**config.mk**
```make
export PLATFORM = sky130hd
export DESIGN_NAME = tx_dpdm_flat
export DESIGN_NICKNAME = d
export VERILOG_FILES = /design/src/rtl/usb_pkg.sv /design/src/rtl/tx_dpdm_if.sv /design/src/rtl/counter.sv /design/src/rtl/tx_dpdm.sv /design/src/flat_wrapper.sv
export SDC_FILE = /design/constraint.sdc
export NUM_CORES = 1
export LEC_CHECK = 0
export CORE_ASPECT_RATIO = 0.9
export CORE_MARGIN = 5
export CORE_UTILIZATION = 57
export DETAILED_ROUTE_END_ITERATION = 12
export GPL_ROUTABILITY_DRIVEN = 0
export GPL_TIMING_DRIVEN = 0
export MAX_ROUTING_LAYER = met4
export PLACE_DENSITY = 0.81
export SYNTH_ARGS = -nofsm -noshare
export SYNTH_HDL_FRONTEND = slang
export SYNTH_SLANG_ARGS = --single-unit
```
**constraint.sdc**
```tcl
create_clock -name clk -period 6.6 [get_ports clk]
set_input_delay 1.32 -clock clk [delete_from_list [all_inputs] [get_ports clk]]
set_output_delay 1.32 -clock clk [all_outputs]
set_load 0.01 [all_outputs]
```
**src/rtl/usb_pkg.sv**
```systemverilog
// rtl/usb_pkg.sv - shared USB line constants, packet limits and tx state encoding
package usb_pkg;

  localparam logic [1:0] LINE_J = 2'b10;
  localparam logic [1:0] LINE_K = 2'b01;
  localparam logic [1:0] LINE_X = 2'b00;

  localparam int DATA_BITS_DEF   = 101;
  localparam int HSHAKE_BITS_DEF = 8;

  // K/J map of the SYNC field, MSB is the first symbol on the wire (1 = J)
  localparam logic [7:0] SYNC_PATTERN = 8'b0101_0100;

  typedef enum logic [2:0] {
    TX_IDLE,
    TX_SYNC,
    TX_SEND,
    TX_EOP1,
    TX_EOP2,
    TX_EOPJ
  } tx_state_t;

  function automatic logic [1:0] sync_sym(input logic [2:0] idx);
    return SYNC_PATTERN[3'd7 - idx] ? LINE_J : LINE_K;
  endfunction

endpackage

```
**src/rtl/tx_dpdm_if.sv**
```systemverilog
// rtl/tx_dpdm_if.sv - NRZI bit stream from the encoder into the line driver
interface tx_dpdm_if;

  logic s_in;
  logic nrzi_valid;
  logic nrzi_last;
  logic nrzi_ready;

  modport master (output s_in, nrzi_valid, nrzi_last, input nrzi_ready);
  modport slave  (input s_in, nrzi_valid, nrzi_last, output nrzi_ready);

endinterface

```
**src/rtl/counter.sv**
```systemverilog
// rtl/counter.sv - small up counter with synchronous clear that can count in the clearing cycle
module counter #(
  parameter int WIDTH = 7
) (
  input  logic             clk,
  input  logic             rst,
  input  logic             clr,
  input  logic             en,
  output logic [WIDTH-1:0] q
);

  always_ff @(posedge clk) begin
    if (rst) begin
      q <= '0;
    end else begin
      q <= (clr ? '0 : q) + WIDTH'(en);
    end
  end

endmodule

```
**src/rtl/tx_dpdm.sv**
```systemverilog
// rtl/tx_dpdm.sv - USB transmit D+/D- driver: SYNC, NRZI payload, EOP, bus ownership
module tx_dpdm
  import usb_pkg::*;
#(
  parameter int DATA_BITS   = DATA_BITS_DEF,
  parameter int HSHAKE_BITS = HSHAKE_BITS_DEF
) (
  input  logic         clk,
  input  logic         rst,
  input  logic         abort,
  input  logic         start_send,
  input  logic         send_hshake,
  tx_dpdm_if.slave     nrzi,
  output logic [1:0]   bus_out,
  output logic         bus_en,
  output logic         busy,
  output logic         tx_done,
  output logic         tx_error
);

  localparam logic [6:0] DATA_LIM = 7'(DATA_BITS);
  localparam logic [6:0] HS_LIM   = 7'(HSHAKE_BITS);

  tx_state_t  state;
  logic       hshake;
  logic [6:0] cnt;
  logic       cnt_clr;
  logic       cnt_en;

  logic       sync_last;
  logic       window;
  logic       xfer;
  logic       underrun;
  logic [6:0] bit_cnt_nxt;
  logic       at_limit;
  logic       finish;

  // The last SYNC cycle already accepts the first payload bit so it lands right after the final K.
  assign sync_last   = (state == TX_SYNC) && (cnt == 7'd7);
  assign window      = sync_last || (state == TX_SEND);
  assign nrzi.nrzi_ready = window;
  assign xfer        = window && nrzi.nrzi_valid;
  assign underrun    = window && !nrzi.nrzi_valid;
  assign bit_cnt_nxt = ((state == TX_SEND) ? cnt : 7'd0) + 7'd1;
  assign at_limit    = bit_cnt_nxt == (hshake ? HS_LIM : DATA_LIM);
  assign finish      = xfer && (nrzi.nrzi_last || at_limit);

  counter #(.WIDTH(7)) u_counter (
    .clk (clk),
    .rst (rst),
    .clr (cnt_clr),
    .en  (cnt_en),
    .q   (cnt)
  );

  always_comb begin
    cnt_clr = 1'b0;
    cnt_en  = 1'b0;
    if (abort) begin
      cnt_clr = 1'b1;
    end else begin
      case (state)
        TX_IDLE: cnt_clr = 1'b1;
        TX_SYNC: begin
          if (sync_last) begin
            cnt_clr = 1'b1;
            cnt_en  = xfer && !finish;
          end else begin
            cnt_en = 1'b1;
          end
        end
        TX_SEND: begin
          if (underrun || finish) cnt_clr = 1'b1;
          else                    cnt_en  = xfer;
        end
        // EOPJ spends two cycles: one to put J on the wire, one to release the bus.
        TX_EOPJ: begin
          if (cnt == 7'd0) cnt_en  = 1'b1;
          else             cnt_clr = 1'b1;
        end
        default: cnt_clr = 1'b1;
      endcase
    end
  end

  always_ff @(posedge clk) begin
    if (rst) begin
      state    <= TX_IDLE;
      hshake   <= 1'b0;
      bus_out  <= LINE_J;
      bus_en   <= 1'b0;
      busy     <= 1'b0;
      tx_done  <= 1'b0;
      tx_error <= 1'b0;
    end else if (abort) begin
      state    <= TX_IDLE;
      bus_out  <= LINE_J;
      bus_en   <= 1'b0;
      busy     <= 1'b0;
      tx_done  <= 1'b0;
      tx_error <= 1'b0;
    end else begin
      tx_done  <= 1'b0;
      tx_error <= 1'b0;
      case (state)
        TX_IDLE: begin
          bus_out <= LINE_J;
          bus_en  <= 1'b0;
          busy    <= 1'b0;
          if (start_send) begin
            hshake  <= send_hshake;
            state   <= TX_SYNC;
            bus_out <= sync_sym(3'd0);
            bus_en  <= 1'b1;
            busy    <= 1'b1;
          end
        end
        TX_SYNC, TX_SEND: begin
          if (state == TX_SYNC && !sync_last) begin
            bus_out <= sync_sym(cnt[2:0] + 3'd1);
          end else if (xfer) begin
            bus_out <= nrzi.s_in ? LINE_J : LINE_K;
            if (nrzi.nrzi_last) begin
              state    <= TX_EOP1;
              tx_error <= hshake && (bit_cnt_nxt != HS_LIM);
            end else if (at_limit) begin
              state    <= TX_EOP1;
              tx_error <= 1'b1;
            end else begin
              state <= TX_SEND;
            end
          end else begin
            // Underrun: no final bit to show, so the first X goes out immediately.
            bus_out  <= LINE_X;
            tx_error <= 1'b1;
            state    <= TX_EOP2;
          end
        end
        TX_EOP1: begin
          bus_out <= LINE_X;
          state   <= TX_EOP2;
        end
        TX_EOP2: begin
          bus_out <= LINE_X;
          state   <= TX_EOPJ;
        end
        TX_EOPJ: begin
          if (cnt == 7'd0) begin
            bus_out <= LINE_J;
          end else begin
            bus_en  <= 1'b0;
            busy    <= 1'b0;
            tx_done <= 1'b1;
            state   <= TX_IDLE;
          end
        end
        default: state <= TX_IDLE;
      endcase
    end
  end

endmodule

```
**src/flat_wrapper.sv**
```systemverilog
// flat-port wrapper written by rule: the top's interface ports become plain ports
module tx_dpdm_flat import usb_pkg::*;
#(
  parameter int DATA_BITS   = DATA_BITS_DEF,
  parameter int HSHAKE_BITS = HSHAKE_BITS_DEF
)
  (clk, rst, abort, start_send, send_hshake, bus_out, bus_en, busy, tx_done, tx_error, nrzi_s_in, nrzi_nrzi_valid, nrzi_nrzi_last, nrzi_nrzi_ready);
  tx_dpdm_if nrzi_i ();
  input  logic clk;
  input  logic rst;
  input  logic abort;
  input  logic start_send;
  input  logic send_hshake;
  output logic [1:0] bus_out;
  output logic bus_en;
  output logic busy;
  output logic tx_done;
  output logic tx_error;
  input wire logic [$bits(nrzi_i.s_in)-1:0] nrzi_s_in;
  input wire logic [$bits(nrzi_i.nrzi_valid)-1:0] nrzi_nrzi_valid;
  input wire logic [$bits(nrzi_i.nrzi_last)-1:0] nrzi_nrzi_last;
  output wire logic [$bits(nrzi_i.nrzi_ready)-1:0] nrzi_nrzi_ready;
  assign nrzi_i.s_in = nrzi_s_in;
  assign nrzi_i.nrzi_valid = nrzi_nrzi_valid;
  assign nrzi_i.nrzi_last = nrzi_nrzi_last;
  assign nrzi_nrzi_ready = nrzi_i.nrzi_ready;
  tx_dpdm #(.DATA_BITS(DATA_BITS), .HSHAKE_BITS(HSHAKE_BITS)) u_core (.clk(clk), .rst(rst), .abort(abort), .start_send(start_send), .send_hshake(send_hshake), .nrzi(nrzi_i), .bus_out(bus_out), .bus_en(bus_en), .busy(busy), .tx_done(tx_done), .tx_error(tx_error));
endmodule
```
==> results.sh <==
export IMPL_cp_max_fo=10
export IMPL_fillers=165
export IMPL_max_slew_margin=0.5817
export IMPL_synth_fa_ha_area_frac=0.03436
export IMPL_cts_tree="done"
export IMPL_final_layout_size_suffix_gt1_frac=0.1208
export IMPL_drt_initial_drc_count=41
export IMPL_avgSynthCellArea_um2=8.338
export IMPL_vdd_drop_max_mv=0.1196
export IMPL_top_usage_layer="met2"
export IMPL_synthFlopType="dfxtp_1"
export IMPL_synth_compound_area_frac=0.2222
export IMPL_firstDrtPassIters=6
export IMPL_crit_chain="buf_6 > or4_4 > or3_4 > a21oi_4 > clkdlybuf4s50_1"
export IMPL_cap_violations=0
export IMPL_synth_xor_area_frac=0.04811
export IMPL_cts_setup_buffers=0
export IMPL_syn_inst=131
export IMPL_period_share=0.5788
export IMPL_antenna_found_initial=0
export IMPL_drc=0
export IMPL_synthArstFlopShare=0
export IMPL_clockBufferDepth=2
export IMPL_grt_start_max_net_pins=11
export IMPL_cts_sinks=16
export IMPL_synth_area_um2=1092
export IMPL_dieWidth_um=56.15
export IMPL_cts_htree_levels=1
export IMPL_startpoint="u_core.u_counter.q[3]$_SDFF_PP0_"
export IMPL_worstSetupPathType="reg -> out"
export IMPL_dieArea_um2=2893
export IMPL_layout_common_cells="16 x dfxtp_1, 15 x nor2_1, 14 x clkdlybuf4s50_1"
export IMPL_endpoint_kind="output pin"
export IMPL_synth_edf_count=0
export IMPL_path_clk_slew_ns=0.10
export IMPL_synth_top_family_by_area="simple AND/OR/NAND/NOR gates"
export IMPL_num_vias=1050
export IMPL_synth_seq_area_share=0.2932
export IMPL_core_um2=1877
export IMPL_slew_viol_final=0
export IMPL_synth_warning_count=0
export IMPL_worst_slack_ns=2.780
export IMPL_gr_usage_all_layers=0.1891
export IMPL_cp_slowest_cell="clkdlybuf4s50_1"
export IMPL_numCtsBuffers=3
export IMPL_grt_setup_unrepaired="no"
export IMPL_cts_resized=0
export IMPL_use_met2=0.2879
export IMPL_hp_start="u_core.bus_out[0]$_SDFFE_PP0P_"
export IMPL_ant_nets=0
export IMPL_dp_slack_ns=2.808
export IMPL_clk_latency_ns=0.29
export IMPL_outcome="finished clean"
export IMPL_io_buffers=14
export IMPL_grt_pass1_vias=978
export IMPL_syn_num_nets=142
export IMPL_synthToLayoutAreaGrowth_pct=19.02
export IMPL_synthSimpleGateAreaFrac=0.3184
export IMPL_powerDensity_nw_per_um2=143.0
export IMPL_hp_class="reg -> reg"
export IMPL_finalHoldViolations=0
export IMPL_cts_root_buf="clkbuf_4"
export IMPL_finalClockSkew_ns=0.001695
export IMPL_max_freq_mhz=261.8
export IMPL_grt_util_met1=0.2424
export IMPL_crit_buf_inv=2
export IMPL_ys_types=53
export IMPL_cp_required_ns=5.28
export IMPL_use_met3=0.02978
export IMPL_initial_utilization=0.5820
export IMPL_r2r_start="u_core.state[0]$_SDFFE_PP0P_"
export IMPL_layout_commonest_cell="dfxtp_1"
export IMPL_p_total_w=0.0001859
export IMPL_grt_remaining_overflow=0
export IMPL_yosys_mux_area_fraction=0.03895
export IMPL_tightestPinTransition_ns=0.6263
export IMPL_wl_um=2506
export IMPL_grt_pass1_wl_um=4250
export IMPL_io_pins=15
export IMPL_num_antenna_cells=0
export IMPL_hpwl_um=1882
export IMPL_ys_seq_elements=16
export IMPL_cp_top_family="simple AND/OR/NAND/NOR gates"
export IMPL_nets=161
export IMPL_final_setup_tns_ns=0
export IMPL_setup_viol=0
export IMPL_ctsHoldBuffers=0
export IMPL_crit_path_start_kind="flop"
export IMPL_p_leak_nw=0.4564
export IMPL_via_per_inst=6.034
export IMPL_cpPeakStageDelay_ns=0.58
export IMPL_wl_per_cell_um=14.40
export IMPL_cp_arrival_ns=2.50
export IMPL_rows=15
export IMPL_fin_crit_ns=3.820
export IMPL_die_y_um=51.53
==> power by group <==
part	switching (W)	internal [W]	total, W	leakage, nW
Combinational	0.00000938	0.00000977	0.0000191	0.306
Sequential	0.00000102	0.0000979	0.0000989	0.130
Clock	0.0000342	0.0000336	0.0000678	0.0210
==> flip-flops by register name, summed over array words and instances, names as in the netlist <==
register and cells:
u_core.bus_en 1, u_core.bus_out 2, u_core.hshake 1, u_core.state 3, u_core.tx_done 1, u_core.tx_error 1
u_core.u_counter.q 7
==> per-stage QoR <==
| step | instances | instance area, um2 | util | hold WS, ns |
|---|---|---|---|---|
| 2_1_floorplan | 131 | 1092 | - | 0.4699 |
| 3_3_place_gp | 170 | 1264 | 0.6733 | 0.4856 |
| 3_5_place_dp | 170 | 1264 | 0.6733 | 0.4950 |
| 4_1_cts | 174 | 1300 | 0.6927 | 0.5091 |
| 5_1_grt | 174 | 1300 | 0.6927 | 0.5247 |
| 6_report | 174 | 1300 | 0.6927 | 0.5067 |
==> worst register-to-register path, stage by stage, from the launching register on <==
cell	delay, ns
dfxtp_1	0.35
clkbuf_1	0.32
nor2_1	0.15
and3_1	0.21
ha_1	0.23
xor2_1	0.16
a211o_1	0.24
a2111oi_2	0.64
or4b_1	0.23
a221oi_2	0.06
ha_1	0.25
ha_1	0.25
nor2b_1	0.14
mux2_1	0.27
==> cell type report <==
type | instances | area (um2) | share of cell area
Timing Repair Buffer | 14 | 140.1 | 0.1078
Multi-Input combinational cell | 105 | 723.2 | 0.5563
Inverter | 3 | 11.26 | 0.008662
Tap cell | 25 | 31.28 | 0.02406
Sequential cell | 16 | 320.3 | 0.2464
Buffer | 7 | 37.54 | 0.02887
Clock buffer | 4 | 36.28 | 0.02791
==> worst paths after layout <==
kind	to	slack, ns	cells after the start
setup / recovery	nrzi_nrzi_ready	2.78	5
hold / removal	u_core.bus_out[0]$_SDFFE_PP0P_	0.51	2
setup reg to reg	u_core.u_counter.q[2]$_SDFF_PP0_	2.98	13
hold reg to reg	u_core.bus_out[0]$_SDFFE_PP0P_	0.51	2
==> synth_stat cells (2+ instances only) <==
master / n / area share
nand4_1: 2 / 0.011
nand2b_1: 3 / 0.017
inv_1: 3 / 0.010
nor2_1: 15 / 0.052
and2_1: 2 / 0.011
nor4_1: 2 / 0.011
nand2_1: 7 / 0.024
a21boi_0: 2 / 0.014
and3_1: 2 / 0.011
a21oi_1: 6 / 0.027
dfxtp_1: 16 / 0.29
mux2i_1: 2 / 0.018
nor2b_1: 5 / 0.029
nand3b_1: 2 / 0.014
xor2_1: 5 / 0.040
nand3_1: 4 / 0.018
nor3_1: 3 / 0.014
nor4b_1: 2 / 0.016
or3_1: 2 / 0.011
a211oi_1: 2 / 0.014
clkbuf_1: 5 / 0.017
o211ai_1: 2 / 0.014
ha_1: 3 / 0.034
o21ai_0: 5 / 0.023
==> metal layers <==
layer / routed length, um / part of all wire
met5: 0 / 0
met2: 1133 / 0.45
met1: 1123 / 0.45
met3: 216 / 0.086
met4: 32 / 0.013
==> logic make-up after synthesis <==
kind of cell / count (synthesis)
adder cells (fa/ha/maj): 3
AND/OR/NAND/NOR: 60
XOR/XNOR: 6
multiplexers: 4
AO/OA/AOI/OAI: 32
flip-flops: 16
buffers and inverters: 10
Power figures use the tool's default switching activity.
==> RTL change 1 (config.mk and constraints unchanged) <==
Encoding of `tx_state_t`: now one-hot (6 bits for 6 states).
--- a/src/rtl/usb_pkg.sv
+++ b/src/rtl/usb_pkg.sv
@@ -12,11 +12,11 @@
   localparam logic [7:0] SYNC_PATTERN = 8'b0101_0100;
 
-  typedef enum logic [2:0] {
-    TX_IDLE,
-    TX_SYNC,
-    TX_SEND,
-    TX_EOP1,
-    TX_EOP2,
-    TX_EOPJ
+  typedef enum logic [5:0] {
+    TX_IDLE = 6'b000001,
+    TX_SYNC = 6'b000010,
+    TX_SEND = 6'b000100,
+    TX_EOP1 = 6'b001000,
+    TX_EOP2 = 6'b010000,
+    TX_EOPJ = 6'b100000
   } tx_state_t;
 
Function: no difference found for any inputs over 10 cycles, from zero or initial values and one cycle with rst high; not proved beyond that.
==> RTL change 1 against the unedited design <==
- die area grew 13%
- worst setup slack worse by 0.16 ns
- hold slack worse by 0.0097 ns
- global-route usage up 2.1 points
- count of clock-buffer cells in the layout unchanged
- sequential cell count up 3
- power increased by 11%
- clock power decreased by 8.4%
- area after synthesis grew 16%
- cell area is 13% higher
- sequential share of layout area up 1.4 points
- non-clock buffer count grew 1
- wire length grew 16%
==> RTL change 1: results (changes against the unedited design) <==
----------------------------------------------------
[Worst setup path]
  Worst r2r path cells ... 16 (was 13)
  Worst Path Arrival ... 4.19 ns (was 2.50 ns)
  Top fanout value on the critical path ... 9 (was 10)
  Delay of the slowest cell on the worst path ... 0.67 ns (was 0.58 ns)
  Cell type of the slowest stage on the worst timing path ... or4_1 (was clkdlybuf4s50_1)
  Flop2flop setup slack ... 2.62 ns (was 2.98 ns)
  Reg-to-Reg End ... u_core.u_counter.q[6]$_SDFF_PP0_ (was u_core.u_counter.q[2]$_SDFF_PP0_)
  CP Class ... reg2reg (was reg2out)
  Launch point of the worst reg-to-reg path ... u_core.state[5]$_SDFFE_PP0P_ (was u_core.state[0]$_SDFFE_PP0P_)

[Route]
  Initial DRC Count ... 36 (was 41)
  Number of iterations in the first detailed-routing pass ... 4 (was 6)

[STA]
  Worst hold margin ... 0.497 ns (was 0.507 ns)
  Transition time at the pin with the least slew margin ... 0.473 ns (was 0.626 ns)
  Clk_skew ... 0.00246 ns (was 0.00169 ns)

[Final layout]
  Fraction of final layout cells sized beyond drive strength 1 ... 0.130 (was 0.121)
  Reg area ... 380 um^2 (was 320 um^2)
  Largest registers ranked by flip-flop count ... u_core.u_counter.q (7), u_core.state (6), u_core.bus_out (2) (was u_core.u_counter.q (7), u_core.state (3), u_core.bus_out (2))
  Number of standard cells in the layout, taps in and fillers out ... 196 (was 174)
  Number of nets in the layout ... 181 (was 161)
  Antenna cell count ... 0 (unchanged)
  FILL cells ... 172 (was 165)

[Placed design]
  Detailed placer's ending HPWL ... 2260 um (was 1880 um)
  Post-placement cell area ... 1440 um^2 (was 1260 um^2)
  Number of placed cells counting well taps ... 192 (was 170)
  Post-Place Setup Slack ... 2.69 ns (was 2.81 ns)

[GRT]
  Number of global-route vias before repair ... 1131 (was 978)
  GRT Overall Usage ... 0.210 (was 0.189)
  Wire length of the first global-routing pass ... 5020 um (was 4250 um)

[Logic synthesis]
  Sequential share of the synthesized area ... 0.301 (was 0.293)
  Synth top cells by count ... 19 x dfxtp_1, 15 x nor2_1, 14 x nand2_1 (was 16 x dfxtp_1, 15 x nor2_1, 7 x nand2_1)
  Average cell area after synthesis ... 8.36 um^2 (was 8.34 um^2)
  Number of nets produced by synthesis ... 162 (was 142)
  Biggest area contributors in the synthesized netlist ... dfxtp_1 30%, nor2_1 4.5%, nand2_1 4.2% (was dfxtp_1 29%, nor2_1 5.2%, xor2_1 4.0%)

[Hold path]
  Hold Path Origin ... u_core.bus_en$_SDFFE_PP0P_ (was u_core.bus_out[0]$_SDFFE_PP0P_)
  Endpoint with the worst hold slack ... u_core.bus_en$_SDFFE_PP0P_ (was u_core.bus_out[0]$_SDFFE_PP0P_)

[Power and ir drop]
  Leakage power summed over all cells ... 0.000513 uW (was 0.000456 uW)
  Peak VDD IR ... 160 uV (was 120 uV)

[Clock network]
  Clock latency on the worst-skew pair ... 0.31 ns (was 0.29 ns)

[Run status]
  Status ... finished clean (unchanged)

----------------------------------------------------
==> RTL change 1: cell count changes after synthesis, sizes merged, moves of 3 or more <==
cell | before | now
buf | 2 | 6
nor3 | 3 | 7
nand2 | 7 | 14
dfxtp | 16 | 19
a21boi | 3 | 0
and2 | 3 | 6
clkbuf | 5 | 2
==> RTL change 1: final cells by class <==
class / count / area share
buffer: 8 / 0.0376
clock buffer: 4 / 0.0180
inverter: 3 / 0.00770
multi-input combinational: 121 / 0.558
sequential: 19 / 0.260
tap: 27 / 0.0231
timing repair buffer: 14 / 0.0958
==> RTL change 1: cell families (layout without fill, tap and decap cells) <==
kind of cell | count (synthesis) | count (layout) | share of synthesized area
buffers and inverters | 11 | 29 | 0.0525
muxes | 2 | 2 | 0.0159
DFF | 19 | 19 | 0.301
adders and majority gates | 3 | 3 | 0.0297
AOI/OAI and AO/OA | 31 | 31 | 0.179
xor gates and xnor gates | 9 | 9 | 0.0624
and+or+nand+nor | 76 | 76 | 0.359
==> RTL change 1: per-layer routing <==
layer	part of all wire	up-vias	global-route usage	wire length (um)
met3	0.075	3	0.0519	217
li1	-	584	-	-
met2	0.46	49	0.344	1340
met1	0.45	549	0.259	1310
met5	0	-	-	0
met4	0.012	0	0.0554	34
==> RTL change 1: power breakdown <==
group	switching, uW	total (uW)	internal (uW)
Combinational	12.6	25.4	12.9
Clock	38.4	62.1	23.6
Sequential	1.67	118	117
Total	52.7	206	153
==> RTL change 2 (config.mk and constraints unchanged) <==
Without the edit above. Reset style: asynchronous (`rst`), changed in 2 clocked blocks. Comments in the files are not updated.
--- a/src/rtl/counter.sv
+++ b/src/rtl/counter.sv
@@ -10,5 +10,5 @@
 );
 
-  always_ff @(posedge clk) begin
+  always_ff @(posedge clk or posedge rst) begin
     if (rst) begin
       q <= '0;
--- a/src/rtl/tx_dpdm.sv
+++ b/src/rtl/tx_dpdm.sv
@@ -84,5 +84,5 @@
   end
 
-  always_ff @(posedge clk) begin
+  always_ff @(posedge clk or posedge rst) begin
     if (rst) begin
       state    <= TX_IDLE;
Formal check against the unedited RTL: differs if rst is asserted again (counterexample within 4 cycles, from zero or initial values and one cycle with rst high); with rst held inactive, the same outputs for 10 cycles.
==> RTL change 2 against the unedited design <==
- worst setup slack worse by 0.25 ns
- cell area is 11% higher
- cell count is 5.7% higher
- wire length is 10% higher
- register-to-register slack better by 0.30 ns
- first-iteration DRC count is 9.8% lower
- sequential cell count stayed put
- area after synthesis is 14% higher
- critical endpoint unchanged
Power is not compared: it rests on default switching activity, and its combinational part moved more than twofold at a synthesized area within 25%.
==> RTL change 2: results (changes against the unedited design) <==
----------------------------------------------------
[Run status]
  Status ... finished clean (unchanged)

[Logic synthesis]
  Unique masters post-synth ... 51 (was 53)
  Synth Instances ... 140 (was 131)
  Biggest area contributors in the synthesized netlist ... dfrtp_1 30%, nor2_1 6.3%, a21oi_1 4.0% (was dfxtp_1 29%, nor2_1 5.2%, xor2_1 4.0%)
  Share of flip-flops with an asynchronous set or reset after synthesis ... 1.00 (was 0)
  Dominant register cell in the synthesized netlist ... dfrtp_1 (was dfxtp_1)
  Sequential share of the synthesized area ... 0.323 (was 0.293)
  Number of nets produced by synthesis ... 151 (was 142)
  Synth top cells by count ... 21 x nor2_1, 15 x dfrtp_1, 10 x a21oi_1 (was 16 x dfxtp_1, 15 x nor2_1, 7 x nand2_1)

[Final layout]
  Number of nets in the layout ... 169 (was 161)
  Fraction of final layout cells sized beyond drive strength 1 ... 0.191 (was 0.121)
  Number of standard cells in the layout, taps in and fillers out ... 184 (was 174)

[Power and ir drop]
  Total Power ... 231 uW
  Peak VDD IR ... 157 uV
  Switching portion of total power ... 0.285

[Placed design]
  Post-Place Setup Slack ... 2.90 ns (was 2.81 ns)
  Detailed placer's ending HPWL ... 2060 um (was 1880 um)
  Number of I/O port buffers ... 13 (was 14)

[Hold path]
  Cell count of the worst hold path ... 1 (was 2)
  Endpoint with the worst hold slack ... u_core.bus_out[1]$_DFFE_PP1P_ (was u_core.bus_out[0]$_SDFFE_PP0P_)
  Hold Path Origin ... u_core.bus_out[1]$_DFFE_PP1P_ (was u_core.bus_out[0]$_SDFFE_PP0P_)

[GRT]
  GRT Overall Usage ... 0.207 (was 0.189)
  Maximum number of pins on one net before global-route repair ... 17 (was 11)

[Route]
  Number of iterations in the first detailed-routing pass ... 4 (was 6)
  Total via count after detailed routing ... 1110 (was 1050)
  Initial DRC Count ... 37 (was 41)

[Worst setup path]
  Worst Path Arrival ... 2.75 ns (was 2.50 ns)
  Reg-to-Reg End ... u_core.u_counter.q[6]$_DFF_PP0_ (was u_core.u_counter.q[2]$_SDFF_PP0_)
  Cell type of the slowest stage on the worst timing path ... or4_1 (was clkdlybuf4s50_1)
  Flop2flop setup slack ... 3.28 ns (was 2.98 ns)
  Worst r2r path cells ... 16 (was 13)

[STA]
  Clk_skew ... 0.000658 ns (was 0.00169 ns)

----------------------------------------------------
==> RTL change 2: changes by cell type after synthesis, moves of 3 or more <==
cell	delta
clkbuf_1	-5
inv_1	+5
buf_6	+3
dfrtp_1	+15
nor2_1	+6
nand4_1	+3
a21oi_1	+4
dfxtp_1	-16
==> RTL change 2: metal layers <==
metal / GRT usage / vias to the layer above / share of wire
li1: - / 540 / -
met1: 0.261 / 530 / 0.47
met2: 0.315 / 36 / 0.46
met3: 0.0448 / 4 / 0.054
met4: 0.102 / 0 / 0.015
met5: - / - / 0
==> RTL change 2: final cells by class <==
type	count	area (um^2)
multi-input combinational	106	707
fill	189	679
sequential	16	402
timing repair buffer	13	130
buffer	10	104
clock buffer	4	36.3
tap	27	33.8
inverter	8	30.0
==> RTL change 2: worst max path at each step <==
| stage | start | endpoint | slack [ns] | cells past startpoint |
|---|---|---|---|---|
| CTS | u_core.u_counter.q[3]$_DFF_PP0_ | nrzi_nrzi_ready | 2.56 | 6 |
| global route | u_core.u_counter.q[3]$_DFF_PP0_ | nrzi_nrzi_ready | 2.45 | 6 |
| floorplan | abort | u_core.u_counter.q[6]$_DFF_PP0_ | 3.44 | 9 |
| finish | u_core.u_counter.q[3]$_DFF_PP0_ | nrzi_nrzi_ready | 2.53 | 6 |
| global placement | u_core.u_counter.q[3]$_DFF_PP0_ | nrzi_nrzi_ready | 2.95 | 6 |
| detailed placement | u_core.u_counter.q[3]$_DFF_PP0_ | nrzi_nrzi_ready | 2.90 | 6 |
==> RTL change 2: cells by family after synthesis <==
family,share of synthesized area
DFF,0.323
AOI/OAI and AO/OA,0.215
buffers and inverters,0.108
xor gates and xnor gates,0.0423
muxes,0.0171
adders and majority gates,0.0302
and+or+nand+nor,0.265
